--- src/rtl/otfc_conv_multi.sv ---
// rtl/otfc_conv_multi.sv - multi-lane frame-based on-the-fly signed-digit to two's-complement converter
//
// Purpose: converts CHANNELS parallel streams of radix-2 signed digits (MSD first)
// into WIDTH-bit two's-complement fractions, keeping Q and QM = Q - ulp per lane.
// Ports:
//   clk, rst, clear          clock, sync active-high reset, sync frame abort
//   in_valid/in_ready        digit-vector handshake; in_digit one digit per lane
//   in_last                  accepted digit closes the frame early
//   out_valid/out_ready      frame-result handshake
//   out_q/out_qm             per-lane Q and QM, WIDTH+1 bits (MSB = sign)
//   out_count                digits accepted in the current frame

package rbr_pkg;
    typedef struct packed {
        logic plus;
        logic minus;
    } signed_digit;
endpackage

module otfc_conv_multi #(
    parameter int WIDTH    = 16,
    parameter int DIGITS   = 16,
    parameter int CHANNELS = 4
) (
    input  logic                                  clk,
    input  logic                                  rst,
    input  logic                                  clear,
    input  logic                                  in_valid,
    output logic                                  in_ready,
    input  rbr_pkg::signed_digit [CHANNELS-1:0]   in_digit,
    input  logic                                  in_last,
    output logic                                  out_valid,
    input  logic                                  out_ready,
    output logic [CHANNELS-1:0][WIDTH:0]          out_q,
    output logic [CHANNELS-1:0][WIDTH:0]          out_qm,
    output logic [$clog2(DIGITS+1)-1:0]           out_count
);

    localparam int CW = $clog2(DIGITS + 1);

    typedef enum logic {ACCUM = 1'b0, HOLD = 1'b1} state_t;

    state_t state, state_next;

    logic [CHANNELS-1:0][WIDTH:0] q, qm, q_next, qm_next;
    logic [CW-1:0]                count;
    logic [WIDTH:0]               bit_mask;
    logic [31:0]                  shamt;
    logic                         accept, frame_done, reinit;

    localparam logic [WIDTH:0] QM_INIT = {1'b1, {WIDTH{1'b0}}};

    assign accept     = in_valid & in_ready;
    assign frame_done = accept & (in_last | (count == CW'(DIGITS - 1)));
    // Abort and result hand-off both restart the frame.
    assign reinit     = rst | clear | (out_valid & out_ready);

    // State register
    always_ff @(posedge clk) begin
        if (rst || clear) begin
            state <= ACCUM;
        end else begin
            state <= state_next;
        end
    end

    // Next-state logic
    always_comb begin
        state_next = state;
        case (state)
            ACCUM: if (frame_done) state_next = HOLD;
            HOLD:  if (out_ready)  state_next = ACCUM;
            default: state_next = ACCUM;
        endcase
    end

    // Output logic
    always_comb begin
        in_ready  = 1'b0;
        out_valid = 1'b0;
        case (state)
            ACCUM: in_ready  = 1'b1;
            HOLD:  out_valid = 1'b1;
            default: in_ready = 1'b0;
        endcase
    end

    // Digit j lands at bit WIDTH-1-j; count never exceeds DIGITS-1 on an accept.
    assign shamt    = 32'(WIDTH - 1) - 32'(count);
    assign bit_mask = {{WIDTH{1'b0}}, 1'b1} << shamt;

    // On-the-fly update: only OR-ing a single new bit, never a carry chain.
    always_comb begin
        q_next  = q;
        qm_next = qm;
        for (int c = 0; c < CHANNELS; c++) begin
            if (in_digit[c].plus && !in_digit[c].minus) begin
                q_next[c]  = q[c] | bit_mask;
                qm_next[c] = q[c];
            end else if (!in_digit[c].plus && in_digit[c].minus) begin
                q_next[c]  = qm[c] | bit_mask;
                qm_next[c] = qm[c];
            end else begin
                q_next[c]  = q[c];
                qm_next[c] = qm[c] | bit_mask;
            end
        end
    end

    always_ff @(posedge clk) begin
        if (reinit) begin
            for (int c = 0; c < CHANNELS; c++) begin
                q[c]  <= '0;
                qm[c] <= QM_INIT;
            end
            count <= '0;
        end else if (accept) begin
            q     <= q_next;
            qm    <= qm_next;
            count <= count + CW'(1);
        end
    end

    assign out_q     = q;
    assign out_qm    = qm;
    assign out_count = count;

endmodule

--- config.mk ---
export PLATFORM = sky130hd
export DESIGN_NAME = otfc_conv_multi
export DESIGN_NICKNAME = d
export VERILOG_FILES = /design/src/rtl/otfc_conv_multi.sv
export SDC_FILE = /design/constraint.sdc
export NUM_CORES = 1
export LEC_CHECK = 0
export BUFFER_PORTS_ARGS = -buffer_cell sky130_fd_sc_hd__buf_2
export CAP_MARGIN = 20
export CELL_PAD_IN_SITES_DETAIL_PLACEMENT = 0
export CELL_PAD_IN_SITES_GLOBAL_PLACEMENT = 1
export CORE_AREA = 5 5 133 135
export DETAILED_ROUTE_END_ITERATION = 7
export DIE_AREA = 0 0 138 140
export GPL_TIMING_DRIVEN = 0
export PLACE_DENSITY = 0.89
export SLEW_MARGIN = 5
export SYNTH_ARGS = -nofsm -noshare
export SYNTH_HDL_FRONTEND = slang
export SYNTH_SLANG_ARGS = --single-unit
--- constraint.sdc ---
create_clock -name clk -period 5.75 [get_ports clk]
set_input_delay 0.8625 -clock clk [delete_from_list [all_inputs] [get_ports clk]]
set_output_delay 0.8625 -clock clk [all_outputs]
set_load 0.005 [all_outputs]
==> summary.txt <==
Run status - finished, final reports clean
Routed wire per std cell - 20.0 um
Post-Route Utilization - 52.6%
Diodes inserted - 0
Setup crit start - in_digit[6]
Initial antenna violation count - 0
Adder-Cell Fraction of Synth Area - 1.63%
Hold Vio Cnt, Final - 0
Max Freq - 412 MHz
Distinct cells, synth - 34
Area after DPL - 7950 um^2
CTS buffer count - 17
Vias per std cell - 5.80
Worst R2R Start - out_count[0]
Layout overhead on the synthesized area - 24.6%
Io pins - 157
R2R cell count - 5
Register area share after synthesis - 41.2%
Die Width - 138 um
Grt met3 use - 6.24%
Nets - 1026
# rows - 47
Clock buffer depth - 2
GRT Overall Usage - 24.6%
Peak VDD IR - 0.232 mV
Final setup margin - 3.32 ns
WP data required - 6.08 ns
Clk Latency, worst-skew pair - 0.43 ns
Grt total ovfl - 0
Worst-Margin Slew - 0.977 ns
Slew Limit Fails - 0
Fin area - 8600 um^2
Avg Cell Area, Syn - 8.32 um^2
Most frequent cells in the layout - 177 x buf_2, 142 x dfxtp_1, 135 x nor2_1, 130 x o21ai_0, 125 x a211oi_1
Main combinational cell family by area after synthesis - compound AO/OA/AOI/OAI gates
Syn nets - 852
Hold path depth - 2
Vias - 7173
Mapped Area - 6900 um^2
Global routing usage on met1 - 32.5%
Post-route DRC violation count - 0
Final clock skew - 0.00606 ns
Setup Fix Bufs, Post-CTS - 0
CTS Hold Bufs - 0
Share of cells above drive strength 1 - 23.8%
Relative slew margins - 34.3%
Layout Cells excl Fill - 1236
Reg clk slew, reported paths - 0.06 ns
1st-iter DRT viols - 683
Mapped Cells - 829
Final min period - 2.43 ns
Largest net degree at the start of global routing - 17
GRT busiest layer - met2
Remaining antenna violation count after routing - 0
LEAKAGE - 3.36 nW
Worst Hold Slack - 0.493 ns
Worst Hold Launch - out_q[30]
Clock Tree Root - clkbuf_16
First-pass GRT wire length - 38200 um
Placed Instances - 1204
HP Class - flop to flop
Crit-path max FO - 10
Core ar. - 16300 um^2
Final Cycle Share - 42.3%
Initial Utilization - 42.2%
Clk sinks - 142
Post-synthesis simple-gate area fraction - 14.2%
Vias in the first global route - 6706
Synth Area in XOR/XNOR - 0.254%
Resize count post-CTS - 0
Crit path DAT - 2.76 ns
Commonest non-fill, non-tap cell in the layout - buf_2
Pre-CTS setup slack - 2.99 ns
FF+latch count, synth - 142
Crit Path Category - input port to flop
Critical Path Start Type - input port
Setup Viol. Count Final - 0
Met2 Resource Use GR - 38.9%
Synth Area in Compound Gates - 32.6%
Die height - 140 um
Pwr/cell area - 294 nW/um^2
WL final - 24700 um
Setup TNS - 0 ns
Final Wtd Congestion - 0.857
Buffers on Ports - 155
First-pass DRT Iterations - 5
Die ar. - 19300 um^2
Nature of the critical path endpoint - flop
Yosys warns - 0
H-Tree Depth - 4
Multiplexer share of the synthesized area - 0.580%
HPWL Detailed - 17900 um
Power Total - 2.53 mW
MaxCap Viol Count - 0
RSZ-0062 raised after global routing - false
CTS tree - done
-- power by group --
group	internal (mW)	total, mW	switching [mW]
logic	0.100	0.273	0.173
registers	1.01	1.04	0.0280
clock network	0.786	1.22	0.432
-- worst max-delay path, cell delays in order --
cell and delay (ns):
buf_2 0.09, inv_1 0.04, ha_1 0.30, nor3b_1 0.69, clkbuf_1 0.40, o21ai_0 0.13, a311oi_1 0.24
-- sequential cells by signal, indices dropped and copies added, names as in the netlist --
signal / count
out_count: 5
out_q: 68
out_qm: 68
state: 1
-- logic make-up (layout without fill, tap and decap cells) --
| logic type | count (synthesis) | in the layout |
|---|---|---|
| AOI/OAI and AO/OA | 329 | 329 |
| xor gates and xnor gates | 2 | 2 |
| adders and majority gates | 9 | 9 |
| buffers and inverters | 145 | 332 |
| DFF | 142 | 142 |
| muxes | 4 | 4 |
| and+or+nand+nor | 198 | 198 |
-- worst paths after layout --
path / to / slack [ns]
worst max-delay path: out_q[66] / 3.32
worst min-delay path: out_q[30] / 0.49
worst max register to register: out_q[37] / 3.33
worst min register to register: out_q[30] / 0.49
-- layer usage --
| layer | routed length (um) | up-vias |
|---|---|---|
| li1 | - | 3375 |
| met1 | 10500 | 3395 |
| met2 | 11300 | 352 |
| met3 | 2180 | 51 |
| met4 | 665 | 0 |
| met5 | 0 | - |
-- final cells by class --
type | count | area, um^2
tap | 220 | 275
clock buffer | 19 | 453
inverter | 73 | 274
fill | 1619 | 7750
sequential | 142 | 2840
timing repair buffer | 155 | 776
buffer | 72 | 384
clock inverter | 13 | 193
multi-input combinational | 542 | 3400
-- Yosys cell counts --
library cell  instances  area [um^2]
or3_1                 2         12.5
a211oi_1            125          938
nand3_1               9         45.0
nand2b_1              1         6.26
and2_1                1         6.26
ha_1                  9          113
xor2_1                1         8.76
buf_6                10          113
nor3b_2               6         75.1
nor2b_1               4         25.0
or4b_4                4         55.1
nor3_1                1         5.00
nor2_1              135          507
mux2i_1               4         40.0
a211o_1               1         8.76
and3b_1               1         8.76
xnor2_1               1         8.76
a311oi_1             64          561
nor3_2                1         10.0
a211oi_2              4         50.1
nor3b_4               4         75.1
inv_1                73          274
nor3b_1               1         7.51
a2bb2oi_1             1         8.76
buf_2                22          110
nand4bb_1             4         45.0
a211oi_4              1         20.0
dfxtp_1             142         2840
nand3b_1              1         7.51
clkbuf_1             37          139
buf_4                 3         22.5
o21ai_0             130          651
nand2_1              23         86.3
a21oi_1               3         15.0
Power figures use the tool's default switching activity.
